File: src/rtl/imem_loader_pkg.sv
// Shared types and width constants for the instruction-memory byte loader.
package imem_loader_pkg;
  localparam int WORD_W         = 32;
  localparam int BYTE_W         = 8;
  localparam int BYTES_PER_WORD = WORD_W / BYTE_W;
  localparam int LANE_W         = $clog2(BYTES_PER_WORD);
  localparam logic [WORD_W-1:0] BASE_ADDR_DEF = 32'h0000_0000;

  typedef enum logic [2:0] {
    ST_IDLE,
    ST_COLLECT,
    ST_WRITE,
    ST_CHECK,
    ST_DONE
  } state_e;
endpackage

File: src/rtl/imem_loader_if.sv
// Host-side handshake and instruction-memory write bus of the loader.
interface imem_loader_if
  import imem_loader_pkg::*;
#(
  parameter int LEN_W = 8
);
  logic              load_start;
  logic [LEN_W-1:0]  load_len;
  logic              byte_valid;
  logic [BYTE_W-1:0] byte_data;
  logic              byte_ready;
  logic              imem_we;
  logic [WORD_W-1:0] imem_addr;
  logic [WORD_W-1:0] imem_wdata;
  logic              cpu_hold;
  logic              load_done;
  logic              load_err;

  modport master (
    output load_start, load_len, byte_valid, byte_data,
    input  byte_ready, imem_we, imem_addr, imem_wdata, cpu_hold, load_done, load_err
  );

  modport slave (
    input  load_start, load_len, byte_valid, byte_data,
    output byte_ready, imem_we, imem_addr, imem_wdata, cpu_hold, load_done, load_err
  );
endinterface

File: src/rtl/imem_loader_byte_assembler.sv
// Little-endian byte-to-word assembler; o_word/o_last describe the word that
// completes if the current byte is accepted.
module byte_assembler
  import imem_loader_pkg::*;
(
  input  logic              clk,
  input  logic              rst_n,
  input  logic              i_clr,
  input  logic              i_en,
  input  logic [BYTE_W-1:0] i_byte,
  output logic              o_last,
  output logic [WORD_W-1:0] o_word
);
  logic [LANE_W-1:0]        r_lane;
  logic [WORD_W-BYTE_W-1:0] r_shift;

  // New bytes enter at the top, so after four shifts byte 0 sits in [7:0].
  assign o_word = {i_byte, r_shift};
  assign o_last = i_en && (r_lane == LANE_W'(BYTES_PER_WORD - 1));

  always_ff @(posedge clk or negedge rst_n) begin
    if (!rst_n) begin
      r_lane  <= '0;
      r_shift <= '0;
    end else if (i_clr) begin
      r_lane  <= '0;
    end else if (i_en) begin
      r_lane  <= r_lane + LANE_W'(1);
      r_shift <= o_word[WORD_W-1:BYTE_W];
    end
  end
endmodule

File: src/rtl/imem_loader.sv
// Byte-stream instruction-memory programmer that holds the CPU while loading.
// Optional trailing checksum word enabled by IMEM_LOADER_CHECKSUM_EN.
module imem_loader
  import imem_loader_pkg::*;
#(
  parameter logic [WORD_W-1:0] BASE_ADDR = BASE_ADDR_DEF,
  parameter int                LEN_W     = 8
)(
  input  logic clk,
  input  logic rst_n,
  imem_loader_if.slave bus
);
  state_e            r_state;
  logic [LEN_W-1:0]  r_len;
  logic [LEN_W-1:0]  r_cnt;
  logic [WORD_W-1:0] r_addr;
  logic [WORD_W-1:0] r_wdata;
  logic              r_we;
  logic              r_byte_ready;
  logic              r_hold;
  logic              r_done;
`ifdef IMEM_LOADER_CHECKSUM_EN
  logic [WORD_W-1:0] r_sum;
  logic              r_err;
`endif

  logic              w_accept;
  logic              w_start;
  logic              w_last;
  logic [WORD_W-1:0] w_word;
  logic [LEN_W-1:0]  w_cnt_nxt;

  // byte_ready is registered, so acceptance never depends combinationally on byte_valid timing.
  assign w_accept  = bus.byte_valid && r_byte_ready;
  assign w_start   = (r_state == ST_IDLE) && bus.load_start;
  assign w_cnt_nxt = r_cnt + LEN_W'(1);

  byte_assembler u_asm (
    .clk    (clk),
    .rst_n  (rst_n),
    .i_clr  (w_start),
    .i_en   (w_accept),
    .i_byte (bus.byte_data),
    .o_last (w_last),
    .o_word (w_word)
  );

  always_ff @(posedge clk or negedge rst_n) begin
    if (!rst_n) begin
      r_state      <= ST_IDLE;
      r_len        <= '0;
      r_cnt        <= '0;
      r_addr       <= BASE_ADDR;
      r_wdata      <= '0;
      r_we         <= 1'b0;
      r_byte_ready <= 1'b0;
      r_hold       <= 1'b0;
      r_done       <= 1'b0;
`ifdef IMEM_LOADER_CHECKSUM_EN
      r_sum        <= '0;
      r_err        <= 1'b0;
`endif
    end else begin
      case (r_state)
        ST_IDLE: begin
          if (bus.load_start) begin
            r_len  <= bus.load_len;
            r_cnt  <= '0;
            r_addr <= BASE_ADDR;
            r_hold <= 1'b1;
`ifdef IMEM_LOADER_CHECKSUM_EN
            r_sum  <= '0;
            r_err  <= 1'b0;
`endif
            if (bus.load_len == '0) begin
              r_state <= ST_DONE;
              r_done  <= 1'b1;
            end else begin
              r_state      <= ST_COLLECT;
              r_byte_ready <= 1'b1;
            end
          end
        end
        ST_COLLECT: begin
          if (w_last) begin
            r_wdata      <= w_word;
            r_we         <= 1'b1;
            r_byte_ready <= 1'b0;
            r_state      <= ST_WRITE;
          end
        end
        ST_WRITE: begin
          // Address advances only after the strobe cycle, so imem_addr matches imem_wdata.
          r_we   <= 1'b0;
          r_addr <= r_addr + WORD_W'(4);
          r_cnt  <= w_cnt_nxt;
`ifdef IMEM_LOADER_CHECKSUM_EN
          r_sum  <= r_sum + r_wdata;
`endif
          if (w_cnt_nxt == r_len) begin
`ifdef IMEM_LOADER_CHECKSUM_EN
            r_state      <= ST_CHECK;
            r_byte_ready <= 1'b1;
`else
            r_state      <= ST_DONE;
            r_done       <= 1'b1;
`endif
          end else begin
            r_state      <= ST_COLLECT;
            r_byte_ready <= 1'b1;
          end
        end
`ifdef IMEM_LOADER_CHECKSUM_EN
        ST_CHECK: begin
          if (w_last) begin
            r_err        <= (w_word != r_sum);
            r_byte_ready <= 1'b0;
            r_done       <= 1'b1;
            r_state      <= ST_DONE;
          end
        end
`endif
        ST_DONE: begin
          r_done  <= 1'b0;
          r_hold  <= 1'b0;
          r_state <= ST_IDLE;
        end
        default: begin
          r_byte_ready <= 1'b0;
          r_we         <= 1'b0;
          r_done       <= 1'b0;
          r_hold       <= 1'b0;
          r_state      <= ST_IDLE;
        end
      endcase
    end
  end

  assign bus.byte_ready = r_byte_ready;
  assign bus.imem_we    = r_we;
  assign bus.imem_addr  = r_addr;
  assign bus.imem_wdata = r_wdata;
  assign bus.cpu_hold   = r_hold;
  assign bus.load_done  = r_done;
`ifdef IMEM_LOADER_CHECKSUM_EN
  assign bus.load_err   = r_err;
`else
  assign bus.load_err   = 1'b0;
`endif
endmodule

File: src/flat_wrapper.sv
// flat-port wrapper written by rule: the top's interface ports become plain ports
module imem_loader_flat import imem_loader_pkg::*;
#(
  parameter logic [WORD_W-1:0] BASE_ADDR = BASE_ADDR_DEF,
  parameter int                LEN_W     = 8
)
  (clk, rst_n, bus_load_start, bus_load_len, bus_byte_valid, bus_byte_data, bus_byte_ready, bus_imem_we, bus_imem_addr, bus_imem_wdata, bus_cpu_hold, bus_load_done, bus_load_err);
  imem_loader_if #(.LEN_W(LEN_W)) bus_i ();
  input  logic clk;
  input  logic rst_n;
  input wire logic [$bits(bus_i.load_start)-1:0] bus_load_start;
  input wire logic [$bits(bus_i.load_len)-1:0] bus_load_len;
  input wire logic [$bits(bus_i.byte_valid)-1:0] bus_byte_valid;
  input wire logic [$bits(bus_i.byte_data)-1:0] bus_byte_data;
  output wire logic [$bits(bus_i.byte_ready)-1:0] bus_byte_ready;
  output wire logic [$bits(bus_i.imem_we)-1:0] bus_imem_we;
  output wire logic [$bits(bus_i.imem_addr)-1:0] bus_imem_addr;
  output wire logic [$bits(bus_i.imem_wdata)-1:0] bus_imem_wdata;
  output wire logic [$bits(bus_i.cpu_hold)-1:0] bus_cpu_hold;
  output wire logic [$bits(bus_i.load_done)-1:0] bus_load_done;
  output wire logic [$bits(bus_i.load_err)-1:0] bus_load_err;
  assign bus_i.load_start = bus_load_start;
  assign bus_i.load_len = bus_load_len;
  assign bus_i.byte_valid = bus_byte_valid;
  assign bus_i.byte_data = bus_byte_data;
  assign bus_byte_ready = bus_i.byte_ready;
  assign bus_imem_we = bus_i.imem_we;
  assign bus_imem_addr = bus_i.imem_addr;
  assign bus_imem_wdata = bus_i.imem_wdata;
  assign bus_cpu_hold = bus_i.cpu_hold;
  assign bus_load_done = bus_i.load_done;
  assign bus_load_err = bus_i.load_err;
  imem_loader #(.BASE_ADDR(BASE_ADDR), .LEN_W(LEN_W)) u_core (.clk(clk), .rst_n(rst_n), .bus(bus_i));
endmodule
File: config.mk
export PLATFORM = sky130hd
export DESIGN_NAME = imem_loader_flat
export DESIGN_NICKNAME = d
export VERILOG_FILES = /design/src/rtl/imem_loader_pkg.sv /design/src/rtl/imem_loader_if.sv /design/src/rtl/imem_loader_byte_assembler.sv /design/src/rtl/imem_loader.sv /design/src/flat_wrapper.sv
export SDC_FILE = /design/constraint.sdc
export NUM_CORES = 1
export LEC_CHECK = 0
export CAP_MARGIN = 5
export CORE_MARGIN = 2
export CORE_UTILIZATION = 47
export CTS_BUF_LIST = sky130_fd_sc_hd__clkbuf_16
export DETAILED_ROUTE_END_ITERATION = 7
export PLACE_DENSITY = 0.86
export SLEW_MARGIN = 20
export SYNTH_ARGS = -nofsm -noshare
export SYNTH_HDL_FRONTEND = slang
export SYNTH_SLANG_ARGS = --single-unit
File: constraint.sdc
create_clock -name clk -period 1.8 [get_ports clk]
set_clock_uncertainty 0.15 [all_clocks]
set_input_delay 0.45 -clock clk [delete_from_list [all_inputs] [get_ports clk]]
set_output_delay 0.45 -clock clk [all_outputs]
set_load 0.01 [all_outputs]
==> impl_results.md, run 1 <==
- Complex-gate fraction of the synthesized area: 0.0952
- Die span in y: 106 um
- Crit-path leading delay family: buffers and inverters
- Multi-input combinational cell area: 2420 um^2
- CP Class: input pin to flip-flop
- Core area: 10200 um^2
- Die X: 106 um
- Final Max Slew Viols: 0
- Failing checks: setup timing
- Post-synth EDFFs: 0
- Setup TNS: -1.11 ns
- Max stage delay on crit path: 0.46 ns
- Outcome: finished, violations left
- Post-synthesis simple-gate area fraction: 0.129
- GPL Wtd Cong: 0.813
- Synthesis-stage register bit count: 111
- CP endpoint kind: flip-flop
- Synthesized cell area: 4880 um^2
- Netlist cell types: 41
- Fin. Hold Viols: 0
- H-tree Lvls: 3
- DP Cell Count: 673
- Final ANT Viol Nets: 0
- DP Area: 6270 um^2
- Final cycle utilization of the critical path: 1.09
- Num ports: 89
- CTS tree: done
- # port buffers: 85
- FP Rows: 37
- Setup-failing EPs final: 46
- Num Clock Sinks: 111
- Global route total overflow: 0
- Fmax: 509 MHz
- Layout Cells excl Fill: 736
- DR vias: 4172
- Clk slew on worst S/H paths: 0.07 ns
- Number of global-route vias before repair: 4247
- Adder-cell share of the synthesized area: 0.00769
- DRT Pass-1 Iters: 4
- Max rail drop VDD: 0.969 mV
- Min Hold Slack: 0.347 ns
- RSZ-0062 raised after global routing: yes
- Leakage power: 0.00357 uW
- Pre-CTS setup slack: -0.455 ns
- Prevailing post-synth register cell: dfrtp_1
- Worst skew pair latency: 0.34 ns
- Starting Density: 0.479
- ANT cells: 0
- Slowest cell on the critical path: clkdlybuf4s50_1
- Largest net degree at the start of global routing: 42
- Syn Inst Count: 426
- Avg Cell Area, Syn: 11.5 um^2
- CP Max Fanout: 3
- Worst endpoint required time: 1.90 ns
- Post-synthesis mux area share: 0.146
- Die ar.: 11200 um^2
- GRT Util Overall: 0.247
- Final setup margin: -0.166 ns
- Tmin final: 1.97 ns
- Design Area, Final: 7420 um^2
- Critical Path Start Type: input pin
- Commonest non-fill, non-tap cell in the layout: dfrtp_1
- WP data arrival: 2.07 ns
- CTS Buffer Depth: 2
- Final nets: 618
- DRC errors left: 0
- TritonCTS buffer count: 9
- Average wire per standard cell: 19.3 um
- Crit-path cells: clkdlybuf4s50_1, nor4_2, nand2_1, buf_4, a21boi_0, o21ai_0, o31ai_1
- Min-Delay Path Class: flip-flop to flip-flop
- Share of layout cells above drive strength 1: 0.353
- P&R area growth vs syn: 52.2%
- FFs w/ async S/R, synth: 1.00
- Warnings, synthesis: 0
- Max Cap Viol: 0
- Register area: 2780 um^2
- Final WL: 14200 um
- Vias per Instance: 5.67
- Synth Area in XOR/XNOR: 0.0269
- First-pass GRT wire length: 21800 um
- Fillers: 682
- Most frequent cells in the layout: dfrtp_1, dlygate4sd2_1, buf_4
- Initial antenna violation count: 0
- Post-synthesis sequential area ratio: 0.569
- Iteration-0 DRC Markers: 167
- Final HPWL DP: 7810 um
- CTS root buffer: clkbuf_16
- CP bufs+invs: 2
- Main combinational cell family by area after synthesis: multiplexers
- Pwr/cell area: 1250 nW/um^2
==> through the flow <==
stage               total power [uW]  utilization
finish                          9320        0.729
global route                    9810        0.729
CTS                             9190        0.701
detailed placement              6790        0.615
global placement                6640        0.615
floorplan                       5310            -
==> Yosys cell counts (all sizes together), types with 2 or more instances <==
cell,count,area (um^2)
xor2,7,61.3
dfrtp,111,2780
nor2b,2,12.5
nand2b,2,12.5
nand2,54,203
a21oi,7,35.0
nand4,14,87.6
nor3,5,30.0
mux2,56,631
nand3,22,110
and3,9,61.3
a22o,2,17.5
a31oi,6,37.5
o21ai,32,160
xnor2,8,70.1
nor4,2,12.5
mux2i,8,80.1
o31ai,11,82.6
o31a,2,17.5
nor2,16,60.1
o211ai,6,45.0
and2,2,12.5
a21o,2,15.0
inv,3,11.3
buf,12,70.1
ha,3,37.5
clkbuf,11,41.3
==> path summary, 6_finish.rpt <==
path / to / cells after the start / startpoint / slack, ns
hold reg to reg: u_core.r_len[2]$_DFFE_PN0P_ / 2 / u_core.r_len[2]$_DFFE_PN0P_ / 0.35
min in group asynchronous: u_core.u_asm.r_lane[0]$_DFFE_PN0P_ / 2 / rst_n / 0.43
setup / recovery: u_core.bus.load_done$_DFFE_PN0P_ / 7 / bus_load_len[1] / -0.17
max in group asynchronous: u_core.bus.imem_wdata[30]$_DFFE_PN0P_ / 3 / rst_n / 0.54
setup reg to reg: u_core.bus.byte_ready$_DFFE_PN0P_ / 5 / u_core.r_cnt[1]$_DFFE_PN0P_ / -0.11
hold / removal: u_core.r_len[2]$_DFFE_PN0P_ / 2 / u_core.r_len[2]$_DFFE_PN0P_ / 0.35
==> power breakdown <==
group / switching, uW / internal [uW]
combinational: 1430 / 1990
clock: 934 / 1080
sequential: 569 / 3300
total: 2940 / 6380
==> layout make-up <==
| class | count | share of cell area |
|---|---|---|
| tap | 136 | 0.0229 |
| clock inverter | 7 | 0.00927 |
| sequential | 111 | 0.375 |
| multi-input combinational | 291 | 0.326 |
| inverter | 3 | 0.00152 |
| timing repair buffer | 179 | 0.236 |
| clock buffer | 9 | 0.0303 |
==> state kept, by name, summed over array words and instances (netlist names) <==
name                   flops
u_core.bus.imem_addr      30
u_core.r_len               8
u_core.r_state             3
u_core.bus.imem_we         1
u_core.u_asm.r_shift      24
u_core.bus.byte_ready      1
u_core.bus.load_done       1
u_core.u_asm.r_lane        2
u_core.r_cnt               8
u_core.bus.cpu_hold        1
u_core.bus.imem_wdata     32
==> worst register-to-register path, cell delays in order (launching register included) <==
cell     delay (ns)
dfrtp_1        0.43
ha_4           0.30
xnor2_2        0.10
nand4_1        0.14
or3_4          0.42
o31a_1         0.25
==> cells by family (layout without fill, tap and decap cells) <==
family / count (synthesis) / in the layout
and+or+nand+nor: 131 / 131
DFF: 111 / 111
AOI/OAI and AO/OA: 75 / 75
muxes: 64 / 64
buffers and inverters: 26 / 198
xor gates and xnor gates: 15 / 15
adders and majority gates: 3 / 3
other: 1 / 3
==> per-layer routing <==
layer / GRT usage / up-vias / wire [um]
met4: 0.0902 / 0 / 452
li1: - / 1866 / -
met5: 0 / - / 0
met1: 0.304 / 2102 / 5460
met3: 0.0600 / 44 / 887
met2: 0.424 / 160 / 7400
==> repair_timing <==
| item | 4_1_cts | 5_1_grt |
|---|---|---|
| setup buffers | 28 | 16 |
| cloned | 7 | 1 |
| setup endpoints to repair | 142 | 91 |
| hold buffers | 1 | 0 |
| gates resized for setup | 137 | 69 |
| endpoints found under the hold margin | 22 | 0 |
| pin swaps | 8 | 28 |
Power figures use the tool's default switching activity.
==> run 2: changes to the inputs <==
--- a/config.mk
+++ b/config.mk
@@ -5,6 +5,7 @@
 export SDC_FILE = /design/constraint.sdc
 export NUM_CORES = 1
 export LEC_CHECK = 0
+export ABC_CLOCK_PERIOD_IN_PS = 1800
 export CAP_MARGIN = 5
 export CORE_MARGIN = 2
 export CORE_UTILIZATION = 47
==> results of run 2 <==
No change in the layout: final DEF, timing and power equal those of run 1.
==> run 3: changes to the inputs <==
--- a/config.mk
+++ b/config.mk
@@ -8,10 +8,11 @@
 export ABC_CLOCK_PERIOD_IN_PS = 1800
 export CAP_MARGIN = 5
 export CORE_MARGIN = 2
-export CORE_UTILIZATION = 47
+export CORE_UTILIZATION = 45
 export CTS_BUF_LIST = sky130_fd_sc_hd__clkbuf_16
 export DETAILED_ROUTE_END_ITERATION = 7
-export PLACE_DENSITY = 0.86
+export PLACE_DENSITY = 0.83
+export SETUP_SLACK_MARGIN = 0.1
 export SLEW_MARGIN = 20
 export SYNTH_ARGS = -nofsm -noshare
 export SYNTH_HDL_FRONTEND = slang
==> impl_results.md, run 3 (synthesis results as in run 1) <==
- Outcome: finished, violations left
- Failing checks: setup timing
- GRT Util Overall: 0.257 (+0.00949)
- CP Max Fanout: 6 (+3)
- Top sig layer: met4
- Final Max Slew Viols: 0 (unchanged)
- Max stage delay on crit path: 0.47 ns (about the same)
- Commonest non-fill, non-tap cell in the layout: dfrtp_1
- Final setup margin: -0.193 ns (-0.0269 ns)
- Global route total overflow: 0 (unchanged)
- DRC errors left: 0 (unchanged)
- TritonCTS buffer count: 9 (unchanged)
- Met1 Routed Length: 6300 um (+15%)
- FP Rows: 38 (+2.7%)
- Max Cap Viol: 0 (unchanged)
- Met3 WL post-DR: 986 um (+11%)
- Core area: 10700 um^2 (+5.0%)
- Starting Density: 0.456 (-0.0230)
- DRT Pass-1 Iters: 5 (+1)
- P&R area growth vs syn: 60.6%
- RSZ-0062 raised after global routing: yes
- H-tree Lvls: 3 (unchanged)
- Fmax: 502 MHz (-1.3%)
- Tmin final: 1.99 ns (+0.0269 ns)
- Final HPWL DP: 8150 um (+4.4%)
- Num ports: 89 (unchanged)
- CP endpoint kind: flip-flop
- Worst endpoint required time: 1.89 ns (about the same)
- Final cycle utilization of the critical path: 1.11 (+0.0149)
- CTS root buffer: clkbuf_16
- Final ANT Viol Nets: 0 (unchanged)
- Die X: 108 um (+2.1%)
- CTS Buffer Depth: 2 (unchanged)
- Largest net degree at the start of global routing: 34 (-19%)
- Slowest cell on the critical path: dfrtp_2
- Pwr/cell area: 1270 nW/um^2 (+1.1%)
- Die span in y: 108 um (+2.1%)
- First-pass GRT wire length: 23300 um (+6.7%)
- Final core occ: 0.732 (+0.00353)
- Iteration-0 DRC Markers: 301 (+80%)
- Layout Cells excl Fill: 767 (+4.2%)
- Hold_sp: bus_load_len[6]
- DR vias: 4493 (+7.7%)
- DP Cell Count: 673 (unchanged)
- Num Clock Sinks: 111 (unchanged)
- # port buffers: 85 (unchanged)
- Setup TNS: -5.67 ns (-4.56 ns)
- Setup-failing EPs final: 45 (-2.2%)
- Crit-path cells: xor2_1, xnor2_1, nand4_1, buf_4, o31a_1, a211o_1
- GPL Wtd Cong: 0.823 (+1.2%)
- Vias per Instance: 5.86 (+3.3%)
- Final nets: 645 (+4.4%)
- Pre-CTS setup slack: -0.474 ns (-0.0193 ns)
- Fin. Hold Viols: 0 (unchanged)
- Fillers: 641 (-6.0%)
- Critical Path Start Type: flip-flop
- Multi-input combinational cell area: 2550 um^2 (+5.6%)
- Reg2reg start: u_core.r_cnt[3]$_DFFE_PN0P_
- Register area: 2790 um^2 (+0.45%)
- Max rail drop VDD: 0.934 mV (-3.6%)
- WP data arrival: 2.08 ns (about the same)
- Share of layout cells above drive strength 1: 0.418 (+0.0645)
- Leakage power: 0.00380 uW (+6.5%)
- Met2 routed WL: 8390 um (+13%)
- Number of global-route vias before repair: 4525 (+6.5%)
- ANT cells: 0 (unchanged)
- Initial antenna violation count: 0 (unchanged)
- CTS tree: done
- Final WL: 16200 um (+14%)
- Die ar.: 11700 um^2 (+4.3%)
- Min-Delay Path Class: input pin to flip-flop
- Average wire per standard cell: 21.2 um (+9.7%)
- CP Class: flip-flop to flip-flop
- Worst skew pair latency: 0.36 ns (+0.02 ns)
- Critical path origin: u_core.r_cnt[3]$_DFFE_PN0P_
- Most frequent cells in the layout: dfrtp_1, buf_4, dlygate4sd2_1
- Clk slew on worst S/H paths: 0.08 ns (about the same)
- Largest register FFs: 32 (unchanged)
==> run 3: path summary, 6_finish.rpt <==
kind / end / slack (ns) / depth (start not counted)
worst max-delay path: u_core.r_state[0]$_DFFE_PN0P_ / -0.19 / 6
worst min-delay path: u_core.r_len[6]$_DFFE_PN0P_ / 0.34 / 3
worst max register to register: u_core.r_state[0]$_DFFE_PN0P_ / -0.19 / 6
worst min register to register: u_core.bus.imem_addr[31]$_DFFE_PN0P_ / 0.34 / 1
max in group asynchronous: u_core.bus.imem_addr[12]$_DFFE_PN0P_ / 0.46 / 3
min in group asynchronous: u_core.bus.imem_addr[23]$_DFFE_PN0P_ / 0.42 / 2
==> run 3: per-stage QoR <==
step	instance area (um^2)	hold slack (ns)	power, uW
after global routing	7840	0.353	10400
after detailed placement	6340	0.263	7000
final	7840	0.337	9940
after floorplan	5080	0.00441	5540
after global placement	6340	0.248	6840
after CTS	7420	0.321	9620
==> run 3: critical path, delay by kind of cell (launching register included) <==
kind,cells,cell delay [ns]
AO/OA/AOI/OAI,2,0.54
flip-flops,1,0.47
XOR/XNOR,2,0.36
buffers and inverters,1,0.19
AND/OR/NAND/NOR,1,0.18
==> run 3: layer usage <==
layer,GRT usage,up-vias
li1,-,1925
met1,0.319,2263
met2,0.450,241
met3,0.0386,64
met4,0.103,0
met5,0,-
==> run 3: area by class of cell <==
type / instances / share of cell area
Clock buffer: 9 / 0.0287
Clock inverter: 7 / 0.0134
Inverter: 3 / 0.00144
Multi-Input combinational cell: 291 / 0.326
Sequential cell: 111 / 0.356
Tap cell: 140 / 0.0224
Timing Repair Buffer: 206 / 0.252
==> run 3: where the power goes <==
part	total [uW]	internal, uW	switching, uW	leakage (uW)
Combinational	3760	2220	1540	0.00224
Sequential	3950	3310	642	0.00140
Clock	2230	1240	989	0.000158
==> run 3: timing repair <==
action / in CTS / in global routing
gates cloned: 5 / 1
endpoints found under the hold margin: 25 / 0
gates resized for setup: 177 / 67
hold buffers: 1 / 0
pin swaps: 25 / 25
buffers inserted: 47 / 25
setup endpoints to repair: 158 / 98
